`config.mk`:
```
export PLATFORM = sky130hd
export DESIGN_NAME = tqvp_prism_cfg_seq
export DESIGN_NICKNAME = d
export VERILOG_FILES = /design/src/rtl/prism_cfg_pkg.sv /design/src/rtl/prism_cfg_buf.sv /design/src/rtl/tqvp_prism_cfg_seq.sv
export SDC_FILE = /design/constraint.sdc
export NUM_CORES = 1
export LEC_CHECK = 0
export BUFFER_PORTS_ARGS = -buffer_cell sky130_fd_sc_hd__buf_2
export CAP_MARGIN = 10
export CORE_MARGIN = 2
export CORE_UTILIZATION = 44
export CTS_CLUSTER_DIAMETER = 30
export CTS_CLUSTER_SIZE = 16
export DETAILED_ROUTE_END_ITERATION = 8
export HOLD_SLACK_MARGIN = 0.12
export SYNTH_ARGS = -nofsm -noshare
export SYNTH_HDL_FRONTEND = slang
export SYNTH_SLANG_ARGS = --single-unit
```
`constraint.sdc`:
```
create_clock -name clk -period 4.2 [get_ports clk]
set_input_delay 0.42 -clock clk [delete_from_list [all_inputs] [get_ports clk]]
set_output_delay 0.42 -clock clk [all_outputs]
set_load 0.02 [all_outputs]
```
`src/rtl/prism_cfg_pkg.sv`:
```
// Shared types and constants for the PRISM configuration sequencer.
package prism_cfg_pkg;

    localparam int PRISM_AW   = 6;
    localparam int PRISM_DW   = 32;
    localparam int CFG_STRIDE = 4;

    typedef enum logic [2:0] {
        S_IDLE,
        S_HALT,
        S_WRITE,
        S_VERIFY,
        S_RUN_EN,
        S_ERROR
    } cfg_state_e;

endpackage

```
`src/rtl/prism_cfg_buf.sv`:
```
// Config word buffer: push-only register array with a fill count and an
// asynchronous read port addressed by the sequencer.
module prism_cfg_buf
    import prism_cfg_pkg::*;
#(
    parameter int DEPTH = 8,
    parameter int DW    = PRISM_DW,
    localparam int IW   = $clog2(DEPTH),
    localparam int CW   = IW + 1
)(
    input  logic          clk,
    input  logic          rst,
    input  logic          push,
    input  logic [DW-1:0] push_data,
    input  logic          clear,
    input  logic [IW-1:0] rd_idx,
    output logic [DW-1:0] rd_data,
    output logic [CW-1:0] count
);

    logic [DW-1:0] mem_reg [DEPTH];
    logic [CW-1:0] count_reg;

    always_ff @(posedge clk or posedge rst) begin
        if (rst) begin
            count_reg <= '0;
        end else if (clear) begin
            count_reg <= '0;
        end else if (push) begin
            count_reg <= count_reg + 1'b1;
        end
    end

    // Storage carries no reset; words beyond count are never consumed.
    always_ff @(posedge clk) begin
        if (push && !clear) begin
            mem_reg[count_reg[IW-1:0]] <= push_data;
        end
    end

    assign rd_data = mem_reg[rd_idx];
    assign count   = count_reg;

endmodule

```
`src/rtl/tqvp_prism_cfg_seq.sv`:
```
// PRISM configuration sequencer: halts PRISM, bursts buffered words into its
// config space, optionally reads them back, then releases it to run.
module tqvp_prism_cfg_seq
    import prism_cfg_pkg::*;
#(
    parameter int DEPTH    = 8,
    parameter int AW       = PRISM_AW,
    parameter int DW       = PRISM_DW,
    parameter int VERIFY   = 1,
    parameter int HALT_CYC = 2,
    localparam int IW      = $clog2(DEPTH),
    localparam int CW      = IW + 1
)(
    input  logic          clk,
    input  logic          rst,
    input  logic          wr_valid,
    input  logic [DW-1:0] wr_data,
    output logic          wr_ready,
    input  logic [AW-1:0] base_addr,
    input  logic          start,
    input  logic          abort,
    input  logic          clear_err,
    output logic [AW-1:0] debug_addr,
    output logic          debug_wr,
    output logic [DW-1:0] debug_wdata,
    input  logic [DW-1:0] debug_rdata,
    output logic          debug_reset,
    output logic          fsm_enable,
    output logic          busy,
    output logic          done,
    output logic          error,
    output logic [IW-1:0] err_idx,
    output logic [CW-1:0] count
);

    localparam int HW = $clog2(HALT_CYC + 1);

    cfg_state_e    state_reg, state_next;
    logic [IW-1:0] idx_reg, idx_next;
    logic [HW-1:0] halt_reg, halt_next;
    logic [AW-1:0] base_reg, base_next;
    logic [AW-1:0] debug_addr_reg;
    logic [DW-1:0] debug_wdata_reg;
    logic          debug_wr_reg, debug_wr_next;
    logic          debug_reset_reg, debug_reset_next;
    logic          fsm_enable_reg, fsm_enable_next;
    logic          busy_reg, busy_next;
    logic          done_reg, done_next;
    logic          error_reg, error_next;
    logic [IW-1:0] err_idx_reg, err_idx_next;
    logic          wr_ready_reg, wr_ready_next;

    logic          launch, issue, finish, last;
    logic          buf_push, buf_clear;
    logic [CW-1:0] buf_count, count_nx;
    logic [DW-1:0] buf_rd_data;

    prism_cfg_buf #(
        .DEPTH (DEPTH),
        .DW    (DW)
    ) u_buf (
        .clk       (clk),
        .rst       (rst),
        .push      (buf_push),
        .push_data (wr_data),
        .clear     (buf_clear),
        .rd_idx    (idx_next),
        .rd_data   (buf_rd_data),
        .count     (buf_count)
    );

    always_comb begin
        state_next       = state_reg;
        idx_next         = idx_reg;
        halt_next        = halt_reg;
        base_next        = base_reg;
        debug_wr_next    = 1'b0;
        debug_reset_next = debug_reset_reg;
        fsm_enable_next  = fsm_enable_reg;
        done_next        = 1'b0;
        error_next       = error_reg;
        err_idx_next     = err_idx_reg;
        launch           = 1'b0;
        issue            = 1'b0;
        finish           = 1'b0;
        last             = (CW'(idx_reg) == buf_count - CW'(1));

        if (abort) begin
            state_next       = S_IDLE;
            debug_reset_next = 1'b1;
            fsm_enable_next  = 1'b0;
            error_next       = 1'b0;
        end else begin
            case (state_reg)
                S_IDLE: begin
                    if (start && buf_count != '0) launch = 1'b1;
                end
                S_HALT: begin
                    if (halt_reg == '0) begin
                        state_next    = S_WRITE;
                        idx_next      = '0;
                        debug_wr_next = 1'b1;
                        issue         = 1'b1;
                    end else begin
                        halt_next = halt_reg - 1'b1;
                    end
                end
                S_WRITE: begin
                    if (last) begin
                        idx_next = '0;
                        if (VERIFY != 0) begin
                            state_next = S_VERIFY;
                            issue      = 1'b1;
                        end else begin
                            finish = 1'b1;
                        end
                    end else begin
                        idx_next      = idx_reg + 1'b1;
                        debug_wr_next = 1'b1;
                        issue         = 1'b1;
                    end
                end
                S_VERIFY: begin
                    // The expected word is still on debug_wdata from the issue step.
                    if (debug_rdata != debug_wdata_reg) begin
                        state_next   = S_ERROR;
                        error_next   = 1'b1;
                        err_idx_next = idx_reg;
                    end else if (last) begin
                        finish = 1'b1;
                    end else begin
                        idx_next = idx_reg + 1'b1;
                        issue    = 1'b1;
                    end
                end
                S_RUN_EN: state_next = S_IDLE;
                S_ERROR: begin
                    if (clear_err) begin
                        state_next = S_IDLE;
                        error_next = 1'b0;
                    end else if (start) begin
                        launch = 1'b1;
                    end
                end
                default: state_next = S_IDLE;
            endcase
        end

        if (launch) begin
            state_next       = S_HALT;
            base_next        = base_addr;
            idx_next         = '0;
            halt_next        = HW'(HALT_CYC - 1);
            error_next       = 1'b0;
            debug_reset_next = 1'b1;
            fsm_enable_next  = 1'b0;
        end
        if (finish) begin
            state_next       = S_RUN_EN;
            debug_reset_next = 1'b0;
            fsm_enable_next  = 1'b1;
            done_next        = 1'b1;
        end

        busy_next     = (state_next != S_IDLE);
        buf_clear     = abort || (state_reg == S_RUN_EN);
        buf_push      = wr_valid && wr_ready_reg;
        count_nx      = buf_clear ? '0 : (buf_push ? buf_count + 1'b1 : buf_count);
        wr_ready_next = (state_next == S_IDLE) && (count_nx < CW'(DEPTH));
    end

    always_ff @(posedge clk or posedge rst) begin
        if (rst) begin
            state_reg       <= S_IDLE;
            idx_reg         <= '0;
            halt_reg        <= '0;
            base_reg        <= '0;
            debug_addr_reg  <= '0;
            debug_wdata_reg <= '0;
            debug_wr_reg    <= 1'b0;
            debug_reset_reg <= 1'b0;
            fsm_enable_reg  <= 1'b0;
            busy_reg        <= 1'b0;
            done_reg        <= 1'b0;
            error_reg       <= 1'b0;
            err_idx_reg     <= '0;
            wr_ready_reg    <= 1'b1;
        end else begin
            state_reg       <= state_next;
            idx_reg         <= idx_next;
            halt_reg        <= halt_next;
            base_reg        <= base_next;
            debug_wr_reg    <= debug_wr_next;
            debug_reset_reg <= debug_reset_next;
            fsm_enable_reg  <= fsm_enable_next;
            busy_reg        <= busy_next;
            done_reg        <= done_next;
            error_reg       <= error_next;
            err_idx_reg     <= err_idx_next;
            wr_ready_reg    <= wr_ready_next;
            if (issue) begin
                debug_addr_reg  <= base_next + AW'(CFG_STRIDE * int'(idx_next));
                debug_wdata_reg <= buf_rd_data;
            end
        end
    end

    assign wr_ready    = wr_ready_reg;
    assign debug_addr  = debug_addr_reg;
    assign debug_wr    = debug_wr_reg;
    assign debug_wdata = debug_wdata_reg;
    assign debug_reset = debug_reset_reg;
    assign fsm_enable  = fsm_enable_reg;
    assign busy        = busy_reg;
    assign done        = done_reg;
    assign error       = error_reg;
    assign err_idx     = err_idx_reg;
    assign count       = buf_count;

endmodule

```
-- After elaboration in Yosys (flattened, before gate mapping)
Memory sizes are Yosys's and may differ from the RTL's. A register that Yosys moved wholly into a read port is not among the register bits.
Cells that the tools add are included.
- register bits: 34
- bits in latches: 0
- memory bits (writable): 256
- memory bits (read-only): 0
- input port bits: 76
- output and inout port bits: 52
- word-level logic and storage cells: 102
- memories: 1
- memory list (name ; depth ; bits a word ; read ports ; clocked after Yosys merged registers in ; wr ports ; line ; text):
    u_buf.mem_reg ; 8 ; 32 ; 1 ; 1 ; 1 ; prism_cfg_buf.sv:21 ; logic [DW-1:0] mem_reg [DEPTH];
- $add $sub $neg: 5
- multipliers: 0
- divide/modulo/power cells: 0
- order comparisons: 1
- equal/unequal tests: 11
- shifts and indexed selects: 0
- multiplexer cells: 52
- bitwise logic cells: 1
- reduce and logical (&&, ||, !) cells: 17
- operators with widths (kind ; count):
    $mux 3 ; 13
    $ne 32x32->1 ; 1
    $mux 1 ; 26
    $pmux 3 s5 ; 1
    $pmux 3 s3 ; 1
    $reduce_and 3->1 ; 3
    $mux 2 ; 4
    $mux 4 ; 2
    $ne 4x4->1 const B ; 2
    $reduce_bool 4->1 ; 2
    $add 6x5->6 ; 1
    $eq 3x2->1 const B ; 2
    $eq 3x3->1 const B ; 2
    $logic_not 3->1 ; 2
    $mux 6 ; 1
    $pmux 1 s2 ; 3
    $reduce_bool 3->1 ; 2
    $add 4x1->4 const B ; 1
    $eq 3x4->1 ; 1
    $logic_and 1x1->1 ; 4
    $lt 4x4->1 const B ; 1
    $sub 4x1->4 const B ; 1
    $add 3x1->3 const B ; 1
    $eq 3x1->1 const B ; 1
    9 further kinds ; 9

-- Longest topological paths before layout
Gate-level depths: netlist of the first run.
- depth in word-level cells: 9
- gate-level depth with buffers: 20
- mapped depth without buffers: 17

-- Modules after synthesis
From an unflattened synthesis of the first run, not the netlist that was laid out.
- cells, all modules: 723
- area total of the unflattened synthesis: 13150.1 sq um
- by module, submodules not included (module ; times used ; cells an instance ; area each (sq um) ; seq. area each (sq um)):
    prism_cfg_buf ; 1 ; 399 ; 10003.3 ; 7787.5
    tqvp_prism_cfg_seq ; 1 ; 324 ; 3146.8 ; 1552.7

-- Worst setup path after synthesis of the first run
Ideal clock, no wire load.
- path kind: register to register
- start point: register state_reg[0]
- end point: memory u_buf.mem_reg[5][0] in the netlist's numbering (enable)
- library setup time: 0.468 ns
- arrival: 3.506 ns
- required time: 3.732 ns
- setup slack: 0.226 ns
- stages on the path, launching flop included: 5
- buffers on the path: 1
- period minus slack after synthesis: 3.974 ns
- cell sequence: dfrtp_1 -> buf_2 -> o31ai_1 -> or3_1 -> nor3b_1
- longest elaborated chain between the ends: 6
- RTL lines (what ; line ; text):
    start, declared ; tqvp_prism_cfg_seq.sv:38 ; cfg_state_e state_reg, state_next;
    start signal, assigned ; tqvp_prism_cfg_seq.sv:189 ; state_reg <= state_next;
    $eq 3x3->1 ; tqvp_prism_cfg_seq.sv:166 ; buf_clear = abort || (state_reg == S_RUN_EN);
    $logic_or 1x1->1 ; tqvp_prism_cfg_seq.sv:166 ;
    $logic_not 1->1 ; prism_cfg_buf.sv:36 ; if (push && !clear) begin
    $logic_and 1x1->1 ; prism_cfg_buf.sv:36 ;
    $mux 1 ; prism_cfg_buf.sv:36 ;
    $mux 1 (not written as such) ; prism_cfg_buf.sv:37 ; mem_reg[count_reg[IW-1:0]] <= push_data;
    end, declared ; prism_cfg_buf.sv:21 ;
Every way passes these cells.

-- Worst setup path in the final report of the first run
- start point: register debug_wdata_reg[13], in the netlist debug_wdata[13] (read register of u_buf.mem_reg)
- end point: register debug_addr_reg[5], in the netlist debug_addr[5]
- longest elaborated chain between the ends: 6
- elaborated cells on any way between the ends: 9
- those cells by class: 1 x add/sub; 1 x eq/ne; 7 x mux
- RTL lines (what ; line ; text):
    start, declared ; tqvp_prism_cfg_seq.sv:43 ; logic [DW-1:0] debug_wdata_reg;
    $ne 32x32->1 * ; tqvp_prism_cfg_seq.sv:125 ; if (debug_rdata != debug_wdata_reg) begin
    $mux 3 ; tqvp_prism_cfg_seq.sv:125 ;
    $pmux 3 s3 ; tqvp_prism_cfg_seq.sv:94 ; case (state_reg)
    $mux 3 ; tqvp_prism_cfg_seq.sv:88 ; if (abort) begin
    $mux 3 ; tqvp_prism_cfg_seq.sv:149 ; if (launch) begin
    $add 6x5->6 ; tqvp_prism_cfg_seq.sv:202 ; debug_addr_reg <= base_next + AW'(CFG_STRIDE * int'(idx_next));
    end signal, assigned ; tqvp_prism_cfg_seq.sv:202 ;
    end, declared ; tqvp_prism_cfg_seq.sv:42 ; logic [AW-1:0] debug_addr_reg;
Mark *: on every way between the ends. The rest lies on a longest branch, timed or not.
A chain may end at the register's enable or synchronous reset.

==> flow_summary.ini, run 1 <==
[setup_path]
r2r_cells = 13
critPathLaunchType = flop
cp.required_ns = 4.71
endpoint_kind = flop
worstSetupPathType = reg2reg
worstPathMaxFanout = 18
cp_data_arrival_time_ns = 4.17

[floorplan]
die_width_um = 176
fp.dieH_um = 176
fp-row-count = 62
die_area_um2 = 30900
coreArea_um2 = 28900
ioPinCount = 128
start_util_pct = 45.0

[detailed_routing]
totalWireLength_um = 30500
ant_nets = 0
drc = 0
vias = 7301
vias_per_cell = 5.26
drt_iter0_markers = 674
first_pass_iters = 5
wire_per_inst_um = 22.0

[clocking]
cts-root-buf = clkbuf_16
cts_tree = yes
clk_pin_slew_worst_paths_ns = 0.05
cts.path.max_buffers = 3
cts_num_sinks = 322
post_cts_buffers = 0
numCtsBuffers = 61
htree_levels = 2
worst_skew_pair.late_latency_ns = 0.59

[timing]
worst_slew_pin_slew_ns = 1.07
worst_slew_margin_rel_pct = 28.3
clock-skew-final_ns = 0.0258
min_period_ns = 3.65
setup_viol = 0
fin_setup_tns_ns = 0
maxSlewViolCount = 0
hold_viol_final = 0
fmax_ghz = 0.274
period_share_pct = 86.9
rsz0062_at_grt = false

[power_and_ir_drop]
swShare_pct = 29.0
power.internal_mw = 8.35
p_comb_share_pct = 21.4
pwr-share-clk_pct = 44.1
p_total_mw = 11.8
ir_drop_mv = 0.426
power_density_nw_per_um2 = 705
pwr-share-seq_pct = 34.4
power.leakage_nw = 6.10
p_sw_mw = 3.42

[logic_synthesis]
yosysWarnings = 0
synth_cell_types = 51
netlist_instances = 740
syn_avg_cell_area_um2 = 17.6
synth_area_um2 = 13000
ys_seq_area_share_pct = 71.9
synth-seq-cells = 322
postSynth.asyncResetShare_pct = 20.5
synth_fp_nets = 826
synth_edf_count = 256
ys.flop_type = edfxtp_1

[global_route]
top_usage_layer = met2
grt_pass1_wl_um = 46000
grt_pass1_vias = 7472
use_met1_pct = 28.5
antenna_found_initial = 1
use_met2_pct = 32.0
grt_overflow = 0
grt_start_max_net_pins = 42
grt_util_met3_pct = 4.07
track_usage_pct = 20.2

[cells_and_area]
layout_common_cells = edfxtp_1, buf_2, a21oi_1
synthToLayoutAreaGrowth_pct = 28.3
largest_reg_flops = 256
fin_nets = 1036
drive_gt1_share_pct = 35.7
fin_util_pct = 57.8
final_common_cell = edfxtp_1
instances_no_fill = 1387

[job]
cap_violations = 0

[placement]
dp_hpwl_um = 17300
placed_cells = 1238
gp_congestion = 0.851
port_buffers = 127

[min_path]
holdPathStages = 1
worstHoldPathType = in2reg

[outcome]
status = finished, final reports clean
-- routing by layer --
metal	up-vias	wire (um)	share of wire, %
met2	235	14500	47
met5	-	0	0
met4	0	648	2.1
met1	3725	13600	45
met3	47	1810	5.9
li1	3294	-	-
-- critical path, cell delays in order (launching register included) --
cell and delay [ns]:
dfrtp_1 0.45, xor2_1 0.28, nor4_2 0.47, nand4_1 0.27, o21ai_2 0.28, a31oi_1 0.17
a211oi_4 0.53, buf_12 0.27, ha_1 0.26, a21o_1 0.16, a21oi_1 0.17, xnor2_1 0.13
nand2_1 0.07, nand2_1 0.08
-- synth_stat cells, types with 2 or more instances --
master | instances | area, um2
edfxtp_1 | 256 | 7690
a21oi_1 | 72 | 360
dfrtp_1 | 65 | 1630
mux4_2 | 64 | 1440
nand2_1 | 57 | 214
nor2_1 | 45 | 169
xor2_1 | 36 | 315
inv_1 | 15 | 56.3
clkbuf_1 | 12 | 45.0
ha_1 | 9 | 113
mux2_2 | 9 | 101
o21ai_0 | 9 | 45.0
buf_6 | 8 | 90.1
nor3_1 | 8 | 40.0
nor4_2 | 8 | 100
xnor2_1 | 6 | 52.6
buf_2 | 5 | 25.0
buf_8 | 4 | 60.1
nand4_1 | 4 | 25.0
a31oi_1 | 3 | 18.8
and3_1 | 3 | 18.8
buf_4 | 3 | 22.5
nand2b_1 | 3 | 18.8
nor2b_1 | 3 | 18.8
nor3b_1 | 3 | 22.5
a21o_1 | 2 | 15.0
and2_1 | 2 | 12.5
and4_1 | 2 | 17.5
or3_1 | 2 | 12.5
-- worst paths after layout --
path                                                  start                             end  slack (ns)
worst max-delay path            debug_wdata[13]$_DFFE_PP0P_       debug_addr[5]$_DFFE_PP0P_        0.55
worst min-delay path                            wr_data[30]  u_buf.mem_reg[4][30]$_DFFE_PP_        0.14
worst max register to register  debug_wdata[13]$_DFFE_PP0P_       debug_addr[5]$_DFFE_PP0P_        0.55
worst min register to register    debug_addr[1]$_DFFE_PP0P_       debug_addr[1]$_DFFE_PP0P_        0.48
max in group asynchronous                               rst              wr_ready$_DFF_PP1_        2.77
min in group asynchronous                               rst       debug_addr[1]$_DFFE_PP0P_        0.53
-- power groups by stage --
| stage | combinational, mW | clock, mW | sequential [mW] |
|---|---|---|---|
| 2_1_floorplan | 1.61 | 0 | 4.26 |
| 3_3_place_gp | 2.52 | 0 | 4.12 |
| 3_5_place_dp | 2.54 | 0 | 4.11 |
| 4_1_cts | 2.57 | 5.26 | 4.06 |
| 5_1_grt | 2.74 | 5.44 | 4.09 |
| 6_report | 2.52 | 5.19 | 4.05 |
-- final cells by class --
cell class                      count  area [um2]
Clock buffer                       70        1610
Multi-Input combinational cell    367        3360
Clock inverter                     45         643
Timing Repair Buffer              181        1170
Tap cell                          384         480
Fill cell                        2242       12200
Sequential cell                   322        9340
Inverter                           17        72.6
Antenna cell                        1        2.50
-- metrics by stage --
step                hold WS, ns  setup WS [ns]  area (um2)
floorplan                 0.472          0.226       13000
global route              0.132          0.304       16700
global placement          0.468          0.501       14100
finish                    0.138          0.548       16700
detailed placement        0.468          0.467       14100
CTS                       0.121          0.520       16700
-- cells by family (layout without fill, tap and decap cells) --
family | after synthesis | after routing | synth area share, %
flip-flops | 322 | 322 | 71.9
AND/OR/NAND/NOR | 146 | 146 | 5.61
AO/OA/AOI/OAI | 95 | 95 | 4.13
multiplexers | 74 | 74 | 11.9
buffers and inverters | 51 | 313 | 2.60
XOR/XNOR | 42 | 42 | 2.83
adder cells (fa/ha/maj) | 10 | 10 | 1.02
other | 0 | 1 | 0
-- repair_timing --
item / in CTS / in global routing
endpoints found under the hold margin: 253 / 0
endpoints found under the setup margin: 0 / 0
hold buffers: 33 / 0
resized for setup: 0 / 0
(Power assumes the default switching activity.)
==> run 2: changes to the inputs <==
--- a/config.mk
+++ b/config.mk
@@ -9,6 +9,7 @@
 export CAP_MARGIN = 10
 export CORE_MARGIN = 2
 export CORE_UTILIZATION = 44
+export CTS_BUF_LIST = sky130_fd_sc_hd__clkbuf_4 sky130_fd_sc_hd__clkbuf_8
 export CTS_CLUSTER_DIAMETER = 30
 export CTS_CLUSTER_SIZE = 16
 export DETAILED_ROUTE_END_ITERATION = 8
==> run 2 against run 1 <==
Effect of this change:
- worst hold slack better by 0.099 ns
- first-iteration DRC count down 0.89%
- sequential share of layout area rose by 2.2 points
- clock skew fell by 0.0045 ns
- register-to-register slack got worse by 0.02 ns
- sequential power is essentially flat
- flip-flop and latch count stayed put
- design area decreased by 3.8%
- worst setup slack lost 0.016 ns
==> flow_summary.ini, run 2 (synthesized netlist as in run 1, its figures left out) <==
[floorplan]
die_area_um2 = 30900
coreArea_um2 = 28900
ioPinCount = 128
fp-row-count = 62
fp.dieH_um = 176
die_width_um = 176
start_util_pct = 45.0

[clocking]
numCtsBuffers = 61
htree_levels = 2
post_cts_buffers = 0
cts_tree = yes
cts_num_sinks = 322
clk_pin_slew_worst_paths_ns = 0.06
cts.path.max_buffers = 3
worst_skew_pair.late_latency_ns = 0.61
cts-root-buf = clkbuf_8

[placement]
gp_congestion = 0.851
port_buffers = 127
dp_slack_ns = 0.467
placed_cells = 1238
post_dp_cell_area_um2 = 14100
dp_hpwl_um = 17300

[outcome]
status = finished, final reports clean

[timing]
rsz0062_at_grt = false
fmax_ghz = 0.273
fin_setup_tns_ns = 0
min_period_ns = 3.67
worst_slew_pin_slew_ns = 1.06
maxSlewViolCount = 0
worst_slew_margin_rel_pct = 28.7
setup_ws_ns = 0.533
clock-skew-final_ns = 0.0213
hold_viol_final = 0
period_share_pct = 87.3
setup_viol = 0

[cells_and_area]
final_common_cell = edfxtp_1
fillCellCount = 2344
postLayoutCellArea_um2 = 16100
synthToLayoutAreaGrowth_pct = 23.5
fin_nets = 1044
drive_gt1_share_pct = 35.9
layout_common_cells = edfxtp_1, buf_2, a21oi_1
largest_reg_flops = 256
instances_no_fill = 1394
diodes = 0

[global_route]
grt_overflow = 0
grt_pass1_wl_um = 45400
grt_pass1_vias = 7448
grt_start_max_net_pins = 42
antenna_found_initial = 0
track_usage_pct = 20.0

[min_path]
worstHoldPathType = in2reg

[detailed_routing]
routedLengthMet1_um = 13600
vias_per_cell = 5.25
wire_per_inst_um = 21.7
wl_met2_um = 14500
drt_iter0_markers = 668
vias = 7320
drc = 0
totalWireLength_um = 30300
ant_nets = 0
wl_met3_um = 1680
first_pass_iters = 5
routed.top_layer = met4

[setup_path]
cp_slowest_cell = a211oi_4
critical_path.cell_chain = xor2_1 -> nor4_2 -> nand4_1 -> o21ai_2 -> a31oi_1 -> a211oi_4 -> buf_12 -> ha_1 -> a21o_1 -> a21oi_1 -> xnor2_1 -> nand2_1 -> nand2_1
critPathLaunchType = flop
endpoint_kind = flop
worstPathMaxFanout = 18
path_delay_family = compound AO/OA/AOI/OAI gates
cp.required_ns = 4.74
crit_path_frequent_cell = nand2_1
crit_buf_inv = 1
slowest_delay_ns = 0.53
worstSetupPathType = reg2reg
cp_data_arrival_time_ns = 4.20

[power_and_ir_drop]
ir_drop_mv = 0.461
power.leakage_nw = 5.82
p_total_mw = 10.3
power_density_nw_per_um2 = 642

[job]
cap_violations = 0
## run 2: changes by cell type in the layout (fill, tap and decap cells not counted), sizes merged
cell         previous run  this run
inv                    25        26
clkinv                 20        19
dlygate4sd3            33        41
diode                   1         0
## run 2: where the power goes
group / total, mW / internal, mW / switching, mW
combinational: 2.53 / 1.11 / 1.42
sequential: 4.05 / 3.77 / 0.280
clock: 3.73 / 2.24 / 1.48
## run 2: per-layer routing
| layer | global-route usage (%) | vias to the layer above |
|---|---|---|
| met4 | 5.51 | 0 |
| met1 | 28.3 | 3722 |
| met2 | 32.0 | 244 |
| li1 | - | 3312 |
| met5 | 0 | - |
| met3 | 3.79 | 42 |
## run 2: what timing repair did
action	CTS	global route
gates resized for setup	0	0
hold buffers	41	0
endpoints found under the hold margin	303	0
## run 2: final timing paths
| path | start | end | slack, ns | depth (start not counted) |
|---|---|---|---|---|
| setup / recovery | debug_wdata[13]$_DFFE_PP0P_ | debug_addr[5]$_DFFE_PP0P_ | 0.53 | 13 |
| hold / removal | wr_valid | u_buf.count[1]$_DFFE_PP0P_ | 0.24 | 4 |
| setup reg to reg | debug_wdata[13]$_DFFE_PP0P_ | debug_addr[5]$_DFFE_PP0P_ | 0.53 | 13 |
| hold reg to reg | debug_addr[1]$_DFFE_PP0P_ | debug_addr[1]$_DFFE_PP0P_ | 0.48 | 2 |
| max in group asynchronous | rst | wr_ready$_DFF_PP1_ | 2.79 | 4 |
| min in group asynchronous | rst | debug_addr[1]$_DFFE_PP0P_ | 0.51 | 3 |
## run 2: final cells by class
type	count	area, um2	share of cell area (%)
repair buffers	189	1250	7.81
flip-flops and latches	322	9340	58.2
multi-input cells	367	3360	20.9
inverters	17	72.6	0.452
clock inverters	45	616	3.84
well taps	384	480	2.99
clock buffers	70	932	5.81
## run 2: metrics by stage
step	util, %	hold slack (ns)
floorplan	-	0.472
detailed placement	48.8	0.468
CTS	55.6	0.203
global placement	48.8	0.468
finish	55.6	0.236
global route	55.6	0.252
## run 2: worst min-delay path, delay by kind of cell
family	cells	cell delay, ns
AND/OR/NAND/NOR	2	0.24
buffers and inverters	1	0.08
AO/OA/AOI/OAI	1	0.06
